<file path="src/rtl/pbs_loop_seq_pkg.sv">
// Shared TFHE loop parameters: default geometry, derived widths and the sequencer state type.
// Widths follow the min-width-1 rule, so a dimension of 1 still gets a 1-bit index.
package pbs_loop_seq_pkg;

   localparam int GLWE_K_DEF    = 1;
   localparam int PBS_L_DEF     = 2;
   localparam int LWE_K_MAX_DEF = 8;
   localparam int BATCH_MAX_DEF = 4;

   function automatic int min_w(input int n);
      return (n <= 1) ? 1 : $clog2(n);
   endfunction

   // Number of interleaved level beats per (lwe, batch) pair
   function automatic int intl_len(input int glwe_k, input int pbs_l);
      return (glwe_k + 1) * pbs_l;
   endfunction

   localparam int INTL_L      = intl_len(GLWE_K_DEF, PBS_L_DEF);
   localparam int INTL_L_W    = min_w(INTL_L);
   localparam int LWE_K_MAX_W = min_w(LWE_K_MAX_DEF);
   localparam int BATCH_MAX_W = min_w(BATCH_MAX_DEF);

   typedef enum logic [1:0] {
      ST_IDLE = 2'd0,
      ST_RUN  = 2'd1,
      ST_DONE = 2'd2
   } loop_state_e;

endpackage

</file>
<file path="src/rtl/pbs_loop_seq_cnt.sv">
// Wrap counter with a runtime terminal value; clear wins over enable, and the
// last flag is a pure decode of the count register.
module pbs_loop_seq_cnt #(
   parameter int W = 1
) (
   input  logic         clk,
   input  logic         a_rst_n,
   input  logic         en,
   input  logic         clr,
   input  logic [W-1:0] limit,
   output logic [W-1:0] cnt,
   output logic         last
);

   assign last = (cnt == limit);

   always_ff @(posedge clk or negedge a_rst_n) begin
      if (!a_rst_n) begin
         cnt <= '0;
      end else if (clr) begin
         cnt <= '0;
      end else if (en) begin
         cnt <= last ? '0 : cnt + W'(1);
      end
   end

endmodule

</file>
<file path="src/rtl/pbs_loop_seq.sv">
// PBS loop sequencer: walks intl (innermost), batch, then lwe indices for one
// command, emitting one index beat per out_vld/out_rdy transfer.
module pbs_loop_seq
   import pbs_loop_seq_pkg::*;
#(
   parameter int  GLWE_K      = 1,
   parameter int  PBS_L       = 2,
   parameter int  LWE_K_MAX   = 8,
   parameter int  BATCH_MAX   = 4,
   localparam int INTL_L      = intl_len(GLWE_K, PBS_L),
   localparam int INTL_L_W    = min_w(INTL_L),
   localparam int LWE_K_MAX_W = min_w(LWE_K_MAX),
   localparam int BATCH_MAX_W = min_w(BATCH_MAX),
   localparam int CFG_LWE_W   = $clog2(LWE_K_MAX + 1),
   localparam int CFG_BATCH_W = $clog2(BATCH_MAX + 1)
) (
   input  logic                   clk,
   input  logic                   a_rst_n,
   input  logic                   start_vld,
   output logic                   start_rdy,
   input  logic [CFG_LWE_W-1:0]   cfg_lwe_k,
   input  logic [CFG_BATCH_W-1:0] cfg_batch_nb,
   output logic                   out_vld,
   input  logic                   out_rdy,
   output logic [LWE_K_MAX_W-1:0] out_lwe_idx,
   output logic [BATCH_MAX_W-1:0] out_batch_id,
   output logic [INTL_L_W-1:0]    out_intl_idx,
   output logic                   out_last_intl,
   output logic                   out_last_batch,
   output logic                   out_last,
   input  logic                   abort,
   output logic                   done,
   output logic                   cfg_err
);

   loop_state_e state_q;
   loop_state_e state_d;

   logic [CFG_LWE_W-1:0]   lwe_k_q;
   logic [CFG_BATCH_W-1:0] batch_nb_q;
   logic                   err_q;
   logic                   alive_q;

   logic start_acc;
   logic cfg_ok;
   logic in_run;
   logic beat_xfer;
   logic cnt_clr;

   logic intl_last;
   logic batch_last;
   logic lwe_last;

   logic [LWE_K_MAX_W-1:0] lwe_lim;
   logic [BATCH_MAX_W-1:0] batch_lim;

   // alive_q keeps start_rdy low until the first clock after reset release
   assign start_rdy = (state_q == ST_IDLE) && alive_q;
   assign start_acc = start_vld && start_rdy;
   assign in_run    = (state_q == ST_RUN);

   assign cfg_ok = (cfg_lwe_k != '0) && (cfg_lwe_k <= CFG_LWE_W'(LWE_K_MAX)) &&
                   (cfg_batch_nb != '0) && (cfg_batch_nb <= CFG_BATCH_W'(BATCH_MAX));

   // abort beats a simultaneous handshake, so it suppresses the transfer
   assign beat_xfer = in_run && out_rdy && !abort;
   assign cnt_clr   = start_acc || (in_run && abort);

   assign lwe_lim   = LWE_K_MAX_W'(lwe_k_q - CFG_LWE_W'(1));
   assign batch_lim = BATCH_MAX_W'(batch_nb_q - CFG_BATCH_W'(1));

   pbs_loop_seq_cnt #(.W(INTL_L_W)) u_intl_cnt (
      .clk     (clk),
      .a_rst_n (a_rst_n),
      .en      (beat_xfer),
      .clr     (cnt_clr),
      .limit   (INTL_L_W'(INTL_L - 1)),
      .cnt     (out_intl_idx),
      .last    (intl_last)
   );

   pbs_loop_seq_cnt #(.W(BATCH_MAX_W)) u_batch_cnt (
      .clk     (clk),
      .a_rst_n (a_rst_n),
      .en      (beat_xfer && intl_last),
      .clr     (cnt_clr),
      .limit   (batch_lim),
      .cnt     (out_batch_id),
      .last    (batch_last)
   );

   pbs_loop_seq_cnt #(.W(LWE_K_MAX_W)) u_lwe_cnt (
      .clk     (clk),
      .a_rst_n (a_rst_n),
      .en      (beat_xfer && intl_last && batch_last),
      .clr     (cnt_clr),
      .limit   (lwe_lim),
      .cnt     (out_lwe_idx),
      .last    (lwe_last)
   );

   assign out_vld        = in_run;
   assign out_last_intl  = in_run && intl_last;
   assign out_last_batch = in_run && intl_last && batch_last;
   assign out_last       = in_run && intl_last && batch_last && lwe_last;
   assign done           = (state_q == ST_DONE);
   assign cfg_err        = err_q;

   always_ff @(posedge clk or negedge a_rst_n) begin
      if (!a_rst_n) begin
         state_q <= ST_IDLE;
      end else begin
         state_q <= state_d;
      end
   end

   // Config is captured once per command; err_q only lives through the DONE cycle
   always_ff @(posedge clk or negedge a_rst_n) begin
      if (!a_rst_n) begin
         lwe_k_q    <= '0;
         batch_nb_q <= '0;
         err_q      <= 1'b0;
         alive_q    <= 1'b0;
      end else begin
         alive_q <= 1'b1;
         if (start_acc) begin
            lwe_k_q    <= cfg_lwe_k;
            batch_nb_q <= cfg_batch_nb;
            err_q      <= !cfg_ok;
         end else if (state_q == ST_DONE) begin
            err_q <= 1'b0;
         end
      end
   end

   always_comb begin
      state_d = state_q;
      case (state_q)
         ST_IDLE: begin
            if (start_acc) begin
               state_d = cfg_ok ? ST_RUN : ST_DONE;
            end
         end
         ST_RUN: begin
            if (abort) begin
               state_d = ST_IDLE;
            end else if (beat_xfer && intl_last && batch_last && lwe_last) begin
               state_d = ST_DONE;
            end
         end
         ST_DONE: begin
            state_d = ST_IDLE;
         end
         default: begin
            state_d = ST_IDLE;
         end
      endcase
   end

endmodule

</file>
<file path="config.mk">
export PLATFORM = sky130hd
export DESIGN_NAME = pbs_loop_seq
export DESIGN_NICKNAME = d
export VERILOG_FILES = /design/src/rtl/pbs_loop_seq_pkg.sv /design/src/rtl/pbs_loop_seq_cnt.sv /design/src/rtl/pbs_loop_seq.sv
export SDC_FILE = /design/constraint.sdc
export NUM_CORES = 1
export LEC_CHECK = 0
export BUFFER_PORTS_ARGS = -buffer_cell sky130_fd_sc_hd__buf_2
export CELL_PAD_IN_SITES_DETAIL_PLACEMENT = 1
export CELL_PAD_IN_SITES_GLOBAL_PLACEMENT = 2
export CORE_ASPECT_RATIO = 0.9
export CORE_UTILIZATION = 30
export CTS_CLUSTER_SIZE = 10
export DETAILED_ROUTE_END_ITERATION = 7
export GPL_ROUTABILITY_DRIVEN = 0
export PLACE_DENSITY_LB_ADDON = 0.1
export SLEW_MARGIN = 20
export SYNTH_ARGS = -nofsm -noshare
export SYNTH_HDL_FRONTEND = slang
export SYNTH_SLANG_ARGS = --single-unit
</file>
<file path="constraint.sdc">
create_clock -name clk -period 2.1 [get_ports clk]
set_input_delay 0.315 -clock clk [delete_from_list [all_inputs] [get_ports clk]]
set_output_delay 0.315 -clock clk [all_outputs]
set_load 0.02 [all_outputs]
</file>
# Yosys cells after proc, flatten, opt, wreduce, memory -nomap -nowiden
# Index checks and enable logic that the tools add are counted.
totals:
  wordCells: 63
  regBits: 16
  in_bits: 12
classes:
  n_reduce_logical: 25
  mux: 16
  add_sub_neg: 5
  n_eq_ne: 7
  magnitude_cmp: 2
op_table:
  columns: ["operator", "count"]
  rows:
  - ["2-bit 2-to-1 mux", 10]
  - ["1-bit logical AND", 14]
  - ["3-bit 2-to-1 mux", 3]
  - ["2-bit nonzero test", 4]
  - ["2-bit by 1-bit adder with 2-bit output, second input constant", 2]
  - ["2-bit == test, second input constant", 2]
  - ["4-bit <= comparator, second input constant", 1]
  - ["2-bit one-hot mux with 2 select lines", 1]
  - ["4-bit nonzero test", 1]
  - ["3-bit by 1-bit adder with 3-bit output, second input constant", 1]
  - ["3-bit == test", 1]
  - ["3-bit <= comparator, second input constant", 1]
  - ["3-bit by 2-bit != test with 1-bit output, second input constant", 1]
  - ["3-bit nonzero test", 1]
  - ["3-bit by 1-bit subtractor with 3-bit output, second input constant", 1]
  - ["2-bit by 1-bit == test with 1-bit output, second input constant", 1]
  - ["2-bit == test", 1]
  - ["1-bit logical NOT", 2]
  - ["2-bit logical NOT", 1]
  - ["1-bit 2-to-1 mux", 2]
  - ["2-bit != test, second input constant", 1]
  - ["2-bit AND reduction", 1]
  - ["2-bit by 1-bit subtractor with 2-bit output, second input constant", 1]
  - ["1-bit logical OR", 1]

# Depth between registers and ports, before layout
logic_depth:
  word_depth: 9
  depth_mapped: 7
  ltp_nobuf: 7

# By module
# A second synthesis with hierarchy kept.
hier_totals:
  cells_unflattened: 99
  hier_area_um2: 988.4
modules_own_cells:
  columns: ["module", "seq_area_each_um2", "area_per_inst_um2", "cells_each", "instances"]
  rows:
  - ["pbs_loop_seq", 225.2, 519.2, 51, 1]
  - ["pbs_loop_seq_cnt at u_batch_cnt ...", 50.0, 126.4, 14, 2]
  - ["pbs_loop_seq_cnt at u_lwe_cnt", 75.1, 216.5, 20, 1]

# Worst setup path after synthesis
# OpenSTA, ideal clock, no wires.
synth_timing:
  kind: "reg-to-output"
  startpoint: "register u_batch_cnt.cnt[1]"
  endpoint: "output port out_last"
  n_path_buf: 0
  arrival_ps: 1579
  stages_incl_launch_ff: 4
  t_required_ps: 1785
  path_slack_ps: 206
  cell_sequence: "dfrtp_1 > xor2_2 > mux2_2 > nor3_1"
synth_via:
  elab_chain_len: 3
synth_rtl:
  columns: ["element", "line", "rtl"]
  rows:
  - ["from (decl)", "pbs_loop_seq_cnt.sv:11", "output logic [W-1:0] cnt,"]
  - ["from (signal assigned)", "pbs_loop_seq_cnt.sv:23", "cnt <= last ? '0 : cnt + W'(1);"]
  - ["2-bit == test", "pbs_loop_seq_cnt.sv:15", "assign last = (cnt == limit);"]
  - ["1-bit logical AND (2 in a row)", "pbs_loop_seq.sv:105", "assign out_last = in_run && intl_last && batch_last && lwe_last;"]
  - ["to (decl)", "pbs_loop_seq.sv:30", "output logic out_last,"]
# Every way passes these cells.

# Worst setup path after layout
# Ends and elaborated chain as after synthesis.

==> metrics <==
status completed; clk buf depth 2; Max FO, Critical Path 5; Final Hold Viols 0; Setup crit end out_last; Worst Setup SP u_batch_cnt.cnt[1]; CP max-delay cell dfrtp_1; post-route ant nets 0; maxcap violations 0; Avg Vias per Cell slightly below 5; number of nets in the layout 140; Worst setup SP type flop; Synth top cells by count dfrtp_1, nand2_1; reg2reg end state_q[0]; post-synthesis sequential area ratio 43.2%; CTS buffer count 3; Mapped Cells 94; CTS root buf clkbuf_4; Max Slew Vio Count 0; vias in the first global route 798; CP peak stage delay 0.44 ns; Die X 60.6 um; largest net degree at the start of global routing 17; Post-Syn Nets roughly 110; Post-DP HPWL 1750 um; Sequential Power Share between 40 and 50%; CP Capture Type primary output; FMAX 0.505 GHz; WP data arrival around 1.7 ns; area delta synth->final 25.5%; Critical Path Stages 4; Seq. cell area 400 um^2; Internal 564 uW; maximum level of the CTS H-tree 1; Starting Density about 33%; Final setup viols 0; crit path cell chain xor2_2 -> mux2_2 -> nor3_1 -> buf_2; combinational share of power between 20 and 30%; LEAKAGE roughly 0.00057 uW; Multi-input gate area between 500 and 600 um^2; die area 3310 um^2; DRC 0; Net Sw Frac 32.7%; FF+latch count, synth 16; EDFF count, synth 0; final worst setup slack 0.120 ns; Final Cycle Share 94.3%; CTS sink count 16; clock power share about a quarter; clock-pin slew on the worst setup and hold paths 0.11 ns; Synth area leader dfrtp_1; RSZ-0062 raised after global routing no; Post-synth top flop dfrtp_1; CTS tree done; Netlist cell types 35; 1st-iter DRT viols 23; FILL cells about 350; core area around 2800 um^2; later-pin clock latency in the skew report 0.29 ns; IO buf count 25; initial antenna violation count 0; launch point of the worst reg-to-reg path u_batch_cnt.cnt[1]; GRT Overall Usage 15.6%; total routed wirelength about 2200 um; Hold Crit Class primary input to flop; Psw approximately 270 uW; Final min period about 2 ns; setup TNS 0 ns; synthesized area 926 um^2; pre-CTS setup slack roughly 0.4 ns; maximum vdd drop around 0.00028 V; critical path type flop to primary output; placed cells around 160; Synth area leaders dfrtp_1, mux2_2, ha_1; DR vias 800; Mapped Avg Cell Area 9.85 um^2; Die Ht around 55 um; Post-Layout Cell Count 164; yosys warns 0; WP buf/inv 1; first-pass GRT wire length roughly 3700 um; Async SR Flop Fraction between 90% and 100%; most frequent cell after synthesis dfrtp_1; drt pass-1 iters 3; Inserted Diodes 0; share of the synthesized area in the top cell type 43.2%; drt wl/cell approximately 13 um; Placement Rows 18; R2R cell count 4; Worst Path Required approximately 1.8 ns; Power Dens Cells 721 nW/um^2; layout cells sized above 1 35.5%; R2R Setup Slk 0.53 ns; # IOs 26; grt total ovfl 0; Worst Clk Skew 0.00945 ns; Crit path max-delay family flip-flops
[final cells by class]
cell class | instances | area share, %
multi-input cells | 71 | 43.8
repair buffers | 27 | 12.3
clock buffers | 4 | 3.12
inverters | 6 | 2.05
flip-flops and latches | 16 | 34.4
well taps | 40 | 4.31
[registers in the layout, summed over array words and instances, names as in the netlist]
signal / flops
cfg_err: 1
batch_nb_q: 2
u_lwe_cnt.cnt: 3
lwe_k_q: 3
u_batch_cnt.cnt: 2
state_q: 2
u_intl_cnt.cnt: 2
alive_q: 1
[kinds of logic (layout without fill, tap and decap cells)]
| group | count (synthesis) | count (layout) | share of synthesized area (%) |
|---|---|---|---|
| XOR/XNOR | 5 | 5 | 7.03 |
| adder cells (fa/ha/maj) | 3 | 3 | 4.05 |
| other | 1 | 1 | 0.405 |
| AND/OR/NAND/NOR | 39 | 39 | 23.4 |
| flip-flops | 16 | 16 | 43.2 |
| multiplexers | 5 | 5 | 5.95 |
| AO/OA/AOI/OAI | 18 | 18 | 12.8 |
| buffers and inverters | 7 | 37 | 3.11 |
[tightest hold or removal path, stage by stage]
cell	delay, ns
buf_2	0.10
nand2_1	0.05
o21ai_0	0.06
[placed cells by master (no fill, tap or decap), types with 3 or more instances in the layout]
cell type / n
buf_2: 25
dfrtp_1: 16
nand2_1: 10
inv_1: 4
mux2_2: 4
nor2_1: 4
nor2b_1: 4
nand2b_1: 3
nor3_1: 3
o21ai_0: 3
o31ai_1: 3
nand3_1: 3
a21oi_1: 3
ha_1: 3
clkbuf_4: 3
[metal layers]
metal	wire length, um	track usage [%]
met1	1080	19.9
met4	10	5.68
met3	82	2.84
met2	1000	26.6
met5	0	0
[worst min path at each step]
stage | endpoint | cells after the start | startpoint | slack, ns
2_1_floorplan | alive_q | 0 | a_rst_n | 0.02
3_3_place_gp | cfg_err | 1 | a_rst_n | 0.26
3_5_place_dp | cfg_err | 1 | a_rst_n | 0.27
4_1_cts | lwe_k_q[0] | 3 | cfg_lwe_k[0] | 0.26
5_1_grt | batch_nb_q[0] | 2 | cfg_batch_nb[0] | 0.27
6_report | lwe_k_q[1] | 3 | cfg_lwe_k[1] | 0.26
[per-stage QoR]
step	hold WS [ns]	instance area [um^2]	power [uW]	utilization, %
after floorplan	0.0194	926	546	-
after global placement	0.261	1100	612	38.6
after detailed placement	0.265	1100	621	38.6
after CTS	0.256	1140	838	40.3
after global routing	0.270	1160	902	41.0
final	0.261	1160	838	41.0
[power by group through the flow]
stage	logic, uW	registers (uW)	clock network (uW)
after CTS	234	383	221
after global routing	274	389	239
final	245	381	211
after detailed placement	232	389	0
after global placement	226	385	0
after floorplan	146	400	0
[repair_timing]
action	4_1_cts	5_1_grt
hold buffers	1	0
hold endpoints to repair	16	0
buffers inserted	0	1
endpoints found under the setup margin	0	1
gates resized for setup	0	2
No activity file was read; power rests on OpenSTA's default activity.
